[config.mk]
export PLATFORM = sky130hd
export DESIGN_NAME = csa_accumulator_flat
export DESIGN_NICKNAME = d
export VERILOG_FILES = /design/src/rtl/csa_accumulator_if.sv /design/src/rtl/csa_accumulator.sv /design/src/flat_wrapper.sv
export SDC_FILE = /design/constraint.sdc
export NUM_CORES = 1
export LEC_CHECK = 0
export ABC_AREA = 1
export BUFFER_PORTS_ARGS = -buffer_cell sky130_fd_sc_hd__buf_2
export CORE_AREA = 4 4 91 93
export DETAILED_ROUTE_END_ITERATION = 8
export DIE_AREA = 0 0 95 97
export PLACE_DENSITY = 0.81
export SKIP_LAST_GASP = 1
export SLEW_MARGIN = 20
export SYNTH_ARGS = -nofsm -noshare
export SYNTH_HDL_FRONTEND = slang
export SYNTH_SLANG_ARGS = --single-unit
[constraint.sdc]
create_clock -name clk -period 2.64 [get_ports clk]
set_input_delay 0.792 -clock clk [delete_from_list [all_inputs] [get_ports clk]]
set_output_delay 0.792 -clock clk [all_outputs]
set_load 0.1 [all_outputs]
[src/rtl/csa_accumulator_if.sv]
// ---------------------------------------------------------------------------
// csa_accumulator_if
//   Bundles the operand stream and the result stream of csa_accumulator.
//
//   Handshake rule (both streams): a beat transfers on a rising clock edge
//   where valid and ready are both 1. The producer holds its payload stable
//   while valid=1 and ready=0. The accumulator never makes in_ready depend on
//   out_ready combinationally.
//
//   Signals
//     in_valid / in_ready / in_data / in_last : operand stream into the block
//     out_valid / out_ready                   : result pair out of the block
//     out_sum / out_carry                     : redundant result pair
//     out_count                               : operands in the group
//     out_forced                              : group closed by the size limit
//
//   Modports
//     slave  : the accumulator's view
//     master : the environment's view (operand source + result sink)
// ---------------------------------------------------------------------------
interface csa_accumulator_if #(
    parameter int BIT_WIDTH    = 32,
    parameter int MAX_OPERANDS = 16
);
    localparam int CNT_W = $clog2(MAX_OPERANDS + 1);

    logic                 in_valid;
    logic                 in_ready;
    logic [BIT_WIDTH-1:0] in_data;
    logic                 in_last;

    logic                 out_valid;
    logic                 out_ready;
    logic [BIT_WIDTH-1:0] out_sum;
    logic [BIT_WIDTH-1:0] out_carry;
    logic [CNT_W-1:0]     out_count;
    logic                 out_forced;

    modport slave (
        input  in_valid,
        input  in_data,
        input  in_last,
        output in_ready,
        output out_valid,
        input  out_ready,
        output out_sum,
        output out_carry,
        output out_count,
        output out_forced
    );

    modport master (
        output in_valid,
        output in_data,
        output in_last,
        input  in_ready,
        input  out_valid,
        output out_ready,
        input  out_sum,
        input  out_carry,
        input  out_count,
        input  out_forced
    );
endinterface

[src/rtl/csa_accumulator.sv]
// ---------------------------------------------------------------------------
// csa_accumulator
//   Streaming multi-operand accumulator kept in carry-save form. Each accepted
//   operand is folded into the (sum, carry) pair with one row of 3:2 full
//   adders, so there is no carry propagation in the loop. The closed group is
//   presented as a redundant pair for a downstream carry-propagate adder:
//   total = out_sum + out_carry (carry-in 0), modulo 2^BIT_WIDTH.
//
//   Ports
//     clk     : clock, rising edge
//     rst     : asynchronous, active-high reset
//     bus     : csa_accumulator_if.slave (operand stream in, result pair out)
//     state_o : current FSM state, for debug/observation
//
//   FSM
//     IDLE  : no operand held, in_ready=1
//     ACCUM : one or more operands held, in_ready=1
//     HOLD  : result presented, out_valid=1, in_ready=0
//   A group closes on the beat carrying in_last, or on the beat that brings
//   the count to MAX_OPERANDS (forced close). HOLD leaves on out_ready; there
//   is no bypass, so a new group starts the cycle after the pop.
// ---------------------------------------------------------------------------
module csa_accumulator #(
    parameter int BIT_WIDTH    = 32,
    parameter int MAX_OPERANDS = 16
) (
    input  logic                 clk,
    input  logic                 rst,
    csa_accumulator_if.slave     bus,
    output logic [1:0]           state_o
);
    localparam int CNT_W = $clog2(MAX_OPERANDS + 1);
    localparam logic [CNT_W-1:0] MAX_CNT = CNT_W'(MAX_OPERANDS);

    localparam logic [1:0] S_IDLE  = 2'd0;
    localparam logic [1:0] S_ACCUM = 2'd1;
    localparam logic [1:0] S_HOLD  = 2'd2;

    logic [1:0]           state_q,  state_d;
    logic [BIT_WIDTH-1:0] sum_q,    sum_d;
    logic [BIT_WIDTH-1:0] carry_q,  carry_d;
    logic [CNT_W-1:0]     count_q,  count_d;
    logic                 forced_q, forced_d;

    logic                 accept;
    logic                 close_group;
    logic [CNT_W-1:0]     count_inc;
    logic [BIT_WIDTH-1:0] csa_sum;
    logic [BIT_WIDTH-2:0] csa_maj;
    logic [BIT_WIDTH-1:0] csa_carry;

    // -----------------------------------------------------------------------
    // Handshake
    // -----------------------------------------------------------------------
    assign bus.in_ready  = (state_q != S_HOLD);
    assign bus.out_valid = (state_q == S_HOLD);
    assign accept        = bus.in_valid & bus.in_ready;

    // -----------------------------------------------------------------------
    // 3:2 compressor row. In IDLE sum_q and carry_q are zero, so the first
    // operand lands as s'=d, c'=0 with no special case. The majority MSB
    // would carry out of the word and is simply never formed.
    // -----------------------------------------------------------------------
    assign csa_sum   = sum_q ^ carry_q ^ bus.in_data;
    assign csa_maj   = (sum_q[BIT_WIDTH-2:0]   & carry_q[BIT_WIDTH-2:0])
                     | (sum_q[BIT_WIDTH-2:0]   & bus.in_data[BIT_WIDTH-2:0])
                     | (carry_q[BIT_WIDTH-2:0] & bus.in_data[BIT_WIDTH-2:0]);
    assign csa_carry = {csa_maj, 1'b0};

    assign count_inc   = count_q + CNT_W'(1);
    // In IDLE count_q is 0, so count_inc reaches MAX_CNT only when
    // MAX_OPERANDS is 1: a one-operand group always closes immediately.
    assign close_group = bus.in_last | (count_inc == MAX_CNT);

    // -----------------------------------------------------------------------
    // Next-state logic
    // -----------------------------------------------------------------------
    always_comb begin
        state_d  = state_q;
        sum_d    = sum_q;
        carry_d  = carry_q;
        count_d  = count_q;
        forced_d = forced_q;

        case (state_q)
            S_IDLE, S_ACCUM: begin
                if (accept) begin
                    sum_d   = csa_sum;
                    carry_d = csa_carry;
                    count_d = count_inc;
                    if (close_group) begin
                        state_d  = S_HOLD;
                        // in_last wins over the size limit on the same beat.
                        forced_d = ~bus.in_last;
                    end else begin
                        state_d  = S_ACCUM;
                    end
                end
            end

            S_HOLD: begin
                if (bus.out_ready) begin
                    state_d  = S_IDLE;
                    sum_d    = '0;
                    carry_d  = '0;
                    count_d  = '0;
                    forced_d = 1'b0;
                end
            end

            default: begin
                state_d  = S_IDLE;
                sum_d    = '0;
                carry_d  = '0;
                count_d  = '0;
                forced_d = 1'b0;
            end
        endcase
    end

    // -----------------------------------------------------------------------
    // State registers
    // -----------------------------------------------------------------------
    always_ff @(posedge clk or posedge rst) begin
        if (rst) begin
            state_q  <= S_IDLE;
            sum_q    <= '0;
            carry_q  <= '0;
            count_q  <= '0;
            forced_q <= 1'b0;
        end else begin
            state_q  <= state_d;
            sum_q    <= sum_d;
            carry_q  <= carry_d;
            count_q  <= count_d;
            forced_q <= forced_d;
        end
    end

    // -----------------------------------------------------------------------
    // Outputs come straight from registers, so they are stable in HOLD.
    // -----------------------------------------------------------------------
    assign bus.out_sum    = sum_q;
    assign bus.out_carry  = carry_q;
    assign bus.out_count  = count_q;
    assign bus.out_forced = forced_q;
    assign state_o        = state_q;

endmodule
[src/flat_wrapper.sv]
// flat-port wrapper written by rule: the top's interface ports become plain ports
module csa_accumulator_flat 
#(
    parameter int BIT_WIDTH    = 32,
    parameter int MAX_OPERANDS = 16
)
  (clk, rst, state_o, bus_in_valid, bus_in_data, bus_in_last, bus_in_ready, bus_out_valid, bus_out_ready, bus_out_sum, bus_out_carry, bus_out_count, bus_out_forced);
  csa_accumulator_if #(.BIT_WIDTH(BIT_WIDTH), .MAX_OPERANDS(MAX_OPERANDS)) bus_i ();
  input  logic clk;
  input  logic rst;
  output logic [1:0] state_o;
  input wire logic [$bits(bus_i.in_valid)-1:0] bus_in_valid;
  input wire logic [$bits(bus_i.in_data)-1:0] bus_in_data;
  input wire logic [$bits(bus_i.in_last)-1:0] bus_in_last;
  output wire logic [$bits(bus_i.in_ready)-1:0] bus_in_ready;
  output wire logic [$bits(bus_i.out_valid)-1:0] bus_out_valid;
  input wire logic [$bits(bus_i.out_ready)-1:0] bus_out_ready;
  output wire logic [$bits(bus_i.out_sum)-1:0] bus_out_sum;
  output wire logic [$bits(bus_i.out_carry)-1:0] bus_out_carry;
  output wire logic [$bits(bus_i.out_count)-1:0] bus_out_count;
  output wire logic [$bits(bus_i.out_forced)-1:0] bus_out_forced;
  assign bus_i.in_valid = bus_in_valid;
  assign bus_i.in_data = bus_in_data;
  assign bus_i.in_last = bus_in_last;
  assign bus_in_ready = bus_i.in_ready;
  assign bus_out_valid = bus_i.out_valid;
  assign bus_i.out_ready = bus_out_ready;
  assign bus_out_sum = bus_i.out_sum;
  assign bus_out_carry = bus_i.out_carry;
  assign bus_out_count = bus_i.out_count;
  assign bus_out_forced = bus_i.out_forced;
  csa_accumulator #(.BIT_WIDTH(BIT_WIDTH), .MAX_OPERANDS(MAX_OPERANDS)) u_core (.clk(clk), .rst(rst), .bus(bus_i), .state_o(state_o));
endmodule
Yosys cells after proc, flatten, opt, wreduce, memory -nomap -nowiden. Cells that the tools add are included.

Register bits after elaboration: 72. Word-level logic and storage cells: 43.

Mux-type cells: 16. Eq/ne operators: 7. Reductions and logical operators: 4. $add $sub $neg: 1. Bitwise gates (word level): 10.

Operators by type and width (count): $pmux W32 S2 (2); $mux W32 (3); $and A31 B31 Y31 (3); $xor A32 B32 Y32 (2); $or A31 B31 Y31 (2); $mux W5 (2); $pmux W5 S2 (1); $mux W2 (3); $ne A2 B1 Y1 const B (3); $add A5 B1 Y5 const B (1); $eq A5 B5 Y1 const B (1); $pmux W2 S2 (1); $mux W1 (3); $reduce_and A3 Y1 (1); $eq A2 B1 Y1 const B (1); $eq A2 B2 Y1 const B (1); $logic_not A2 Y1 (1); $ne A2 B2 Y1 const B (1); $pmux W1 S2 (1); $reduce_and A2 Y1 (1); $reduce_or A2 Y1 (1); $and A1 B1 Y1 (1); $not A1 Y1 (1); $or A1 B1 Y1 (1).

Depth between registers and ports, before layout.
Word-level depth: 6. Mapped depth: 9. Depth with buffers taken out: 9.

Worst setup path before layout. Ideal clock, no wire load.

Kind: register to output. Start: reg u_core.state_q[1] (netlist: u_core.state_o[1]). End: out bus_in_ready. Cell stages (with the launch flop): 4. Path buffers: 0. Setup slack: -346 ps. Required time: 1848 ps. Arrival: 2194 ps. Cell sequence: dfrtp_1 > inv_2 > nor2_4 > inv_1.

Longest elaborated chain between the ends: 1.

RTL lines: start, declared (RTL line csa_accumulator.sv:39) `logic [1:0] state_q, state_d;`; start signal, assigned (RTL line csa_accumulator.sv:132) `state_q <= state_d;`; $ne A2 B2 Y1 (RTL line csa_accumulator.sv:55) `assign bus.in_ready = (state_q != S_HOLD);`; end, declared (RTL line flat_wrapper.sv:15) `output wire logic [$bits(bus_i.in_ready)-1:0] bus_in_ready;`.

Every way passes these cells.

Worst setup path after layout.
Start: reg u_core.state_q[1] (netlist: u_core.state_o[1]). End: reg u_core.count_q[2] (netlist: u_core.bus.out_count[2]).

Longest elaborated chain between the ends: 4.

RTL lines: $eq A2 B1 Y1, or another cell as far along (RTL line csa_accumulator.sv:85) `case (state_q)`; $reduce_or A2 Y1 or $and A1 B1 Y1 (tied branches) (RTL line csa_accumulator.sv:85, csa_accumulator.sv:57); $ne A2 B1 Y1 (no line); $reduce_and A2 Y1 (no line); end signal, assigned (RTL line csa_accumulator.sv:135) `count_q <= count_d;`; end, declared (RTL line csa_accumulator.sv:42) `logic [CNT_W-1:0] count_q, count_d;`.

Parallel ways exist; a longest one is shown, timed or not. A chain may end at the register's enable or synchronous reset.

==> Flow_metrics.wiki <==
{| class="wikitable"
! Metric !! Value
|-
| Number of global-route vias before repair || 2,398
|-
| Final Hold Fails || 0
|-
| Arrival time at the worst endpoint || 2440 ps
|-
| Cell row count || 32
|-
| Count of maximum capacitance violations || 0
|-
| Synthesized net count || 298
|-
| Number of antenna violations at the first check in global routing || 0
|-
| CP Launch Type || flop
|-
| Starting Density || 43.5%
|-
| Core area || 7530 µm²
|-
| Metal1 wirelength || 2920 µm
|-
| Gates resized, CTS repair || 0
|-
| IO buf count || 109
|-
| Number of buffers between clock root and the deepest sink || 2
|-
| Clock sink count || 71
|-
| Worst r2r dst || u_core.bus.out_count[2]
|-
| Placer congestion estimate || 0.850
|-
| Met2 routed WL || 3180 µm
|-
| Setup clock skew after layout || 9.20 ps
|-
| CTS H-Tree Depth || 3
|-
| Setup repair after global routing missed its margin || no
|-
| Post-Synthesis Cells || 229
|-
| Area delta synth->final || 26.9%
|-
| First-pass GRT wire length || 11,300 µm
|-
| Met3 wirelength from detailed routing || 386 µm
|-
| Mean routed wirelength per cell || 14.9 µm
|-
| Hold buffers post-CTS || 0
|-
| First DRT Iteration DRCs || 84
|-
| Crit path to || u_core.bus.out_count[2]
|-
| Max Slew Vio Count || 0
|-
| Final Cell Area || 4150 µm²
|-
| Maximum net fanout on the critical path || 37
|-
| Worst setup path startpoint || u_core.state_o[1]
|-
| Register-to-register path setup slack || 440 ps
|-
| Hold WC Path Type || reg -> reg
|-
| Count of different cell masters after synthesis || 23
|-
| Hold Slack || 487 ps
|-
| Achievable Freq || 454 MHz
|-
| Ranking of synthesized cells by instance count || dfrtp_1, a22o_1, fa_1
|-
| Leading cell type by number of instances after synthesis || dfrtp_1
|-
| Cell area after synthesis || 3270 µm²
|-
| Start-to-end type of the worst setup path || reg -> reg
|-
| Clock input transition at the sequential cells of the worst setup and hold paths || 70 ps
|-
| Worst slew pin tran || 695 ps
|-
| Post-place instance area || 3900 µm²
|-
| Period Utilization, post-route || 83.4%
|-
| Global-route congestion overflow total || 0
|-
| Final non-filler cell total || 444
|-
| Top cells by area in the synthesized netlist || dfrtp_1, fa_1, a22o_1
|-
| ANT nets after route || 0
|-
| Layout Nets || 406
|-
| Status || completed
|-
| Post-synthesis async set-or-reset flop share || 100%
|-
| Half-perimeter wire length after detailed placement || 4740 µm
|-
| Number of enable-type register cells in the synthesized netlist || 0
|-
| Flip-flop and latch count after synthesis || 71
|-
| Depth of the most critical reg-to-reg path || 8
|-
| Number of buffers created by CTS || 9
|-
| Yosys synthesis warning count || 0
|-
| Avg Synthesized Cell Area || 14.3 µm²
|-
| Sequential element share of the synthesized area || 54.3%
|-
| Via density per instance || 5.13
|-
| First drt pass iteration count || 4
|-
| Antenna diode instance count || 0
|-
| Area of the die || 9220 µm²
|-
| Drt drc || 0
|-
| Aggregate global-route resource usage || 15.4%
|-
| Clock tree root driver cell || clkbuf_8
|-
| Min Tclk post-route || 2200 ps
|-
| Buffers inserted by post-CTS timing repair || 0
|-
| Area share of the largest cell type after synthesis || 54.3%
|-
| Prevailing post-synth register cell || dfrtp_1
|-
| Max-slew headroom || 53.7%
|-
| Die height || 97 µm
|-
| Latest clock arrival within the worst-skew pair || 340 ps
|-
| Type of element capturing the critical path || flop
|-
| Required time of the worst setup path || 2870 ps
|-
| Top-level port count || 111
|-
| Total wirelength of the detailed-routed design || 6610 µm
|-
| Largest net degree at the start of global routing || 70
|-
| Final setup violation count || 0
|-
| Via Count || 2,279
|-
| TritonCTS clock tree || yes
|-
| Highest metal layer with signal wires || met4
|-
| Critical R2R Launch || u_core.state_o[1]
|-
| Post-synth top area cell || dfrtp_1
|-
| Width of the chip || 95 µm
|-
| Total placed cells including tap cells || 428
|-
| Share of cells above drive strength 1 || 39.8%
|}
==> worst min-delay path by stage <==
stage / to / slack [ps] / cells past startpoint / start
after global routing: u_core.bus.out_forced / 510 / 2 / u_core.bus.out_forced
after global placement: u_core.bus.out_forced / 470 / 2 / u_core.bus.out_forced
after detailed placement: u_core.bus.out_forced / 470 / 2 / u_core.bus.out_forced
after floorplan: u_core.state_o[0] / 830 / 2 / u_core.state_o[0]
final: u_core.bus.out_forced / 490 / 2 / u_core.bus.out_forced
after CTS: u_core.bus.out_forced / 490 / 2 / u_core.bus.out_forced
==> per-stage QoR <==
stage,utilization [%],worst slack [ps],setup TNS (ps)
6_report,55.1,438,0
4_1_cts,55.1,414,0
5_1_grt,55.1,276,0
3_5_place_dp,51.9,98.2,0
2_1_floorplan,-,-172,-386
3_3_place_gp,51.9,159,0
==> cell type report <==
cell class,instances,area (µm²)
Multi-Input combinational cell,133,1380
Fill cell,659,3380
Clock inverter,5,105
Sequential cell,71,1780
Tap cell,102,128
Timing Repair Buffer,112,581
Inverter,10,41.3
Clock buffer,11,141
==> per-layer routing <==
metal	GRT usage [%]	vias up
li1	-	1035
met1	21.1	1155
met2	23.2	76
met3	4.35	13
met4	5.88	0
met5	0	-
==> worst max-delay path: stages, from the launching register on <==
cell     delay (ps)
dfrtp_2         450
inv_2            90
nor2_4           50
nand2_2          60
nand2_2          70
nor2_4          520
buf_4           470
inv_1           140
o31ai_1         220
==> state kept, by name, indices dropped and copies added (netlist names) <==
name                   cells
u_core.state_o             2
u_core.bus.out_sum        32
u_core.bus.out_carry      31
u_core.bus.out_count       5
u_core.bus.out_forced      1
==> cells by family after synthesis <==
family                   synth area share, %
buffers and inverters                   3.79
adder cells (fa/ha/maj)                 19.1
XOR/XNOR                               0.536
AO/OA/AOI/OAI                           17.9
flip-flops                              54.3
other                                  0.115
AND/OR/NAND/NOR                         4.21
==> cell usage in the layout (no fill, tap or decap), drive strengths merged <==
master	n
nand3	5
xor2	1
clkinvlp	3
a22o	63
o21ai	4
conb	1
nand2	18
inv	9
clkbuf	11
nand4	2
ha	2
fa	30
o22ai	1
bufinv	3
buf	112
o31ai	1
or2	1
nor2	3
xnor2	1
dfrtp	71
Power is left out: the tool's default activity adds up to more than one toggle a clock period on the data nets, which glitch-free logic cannot reach.
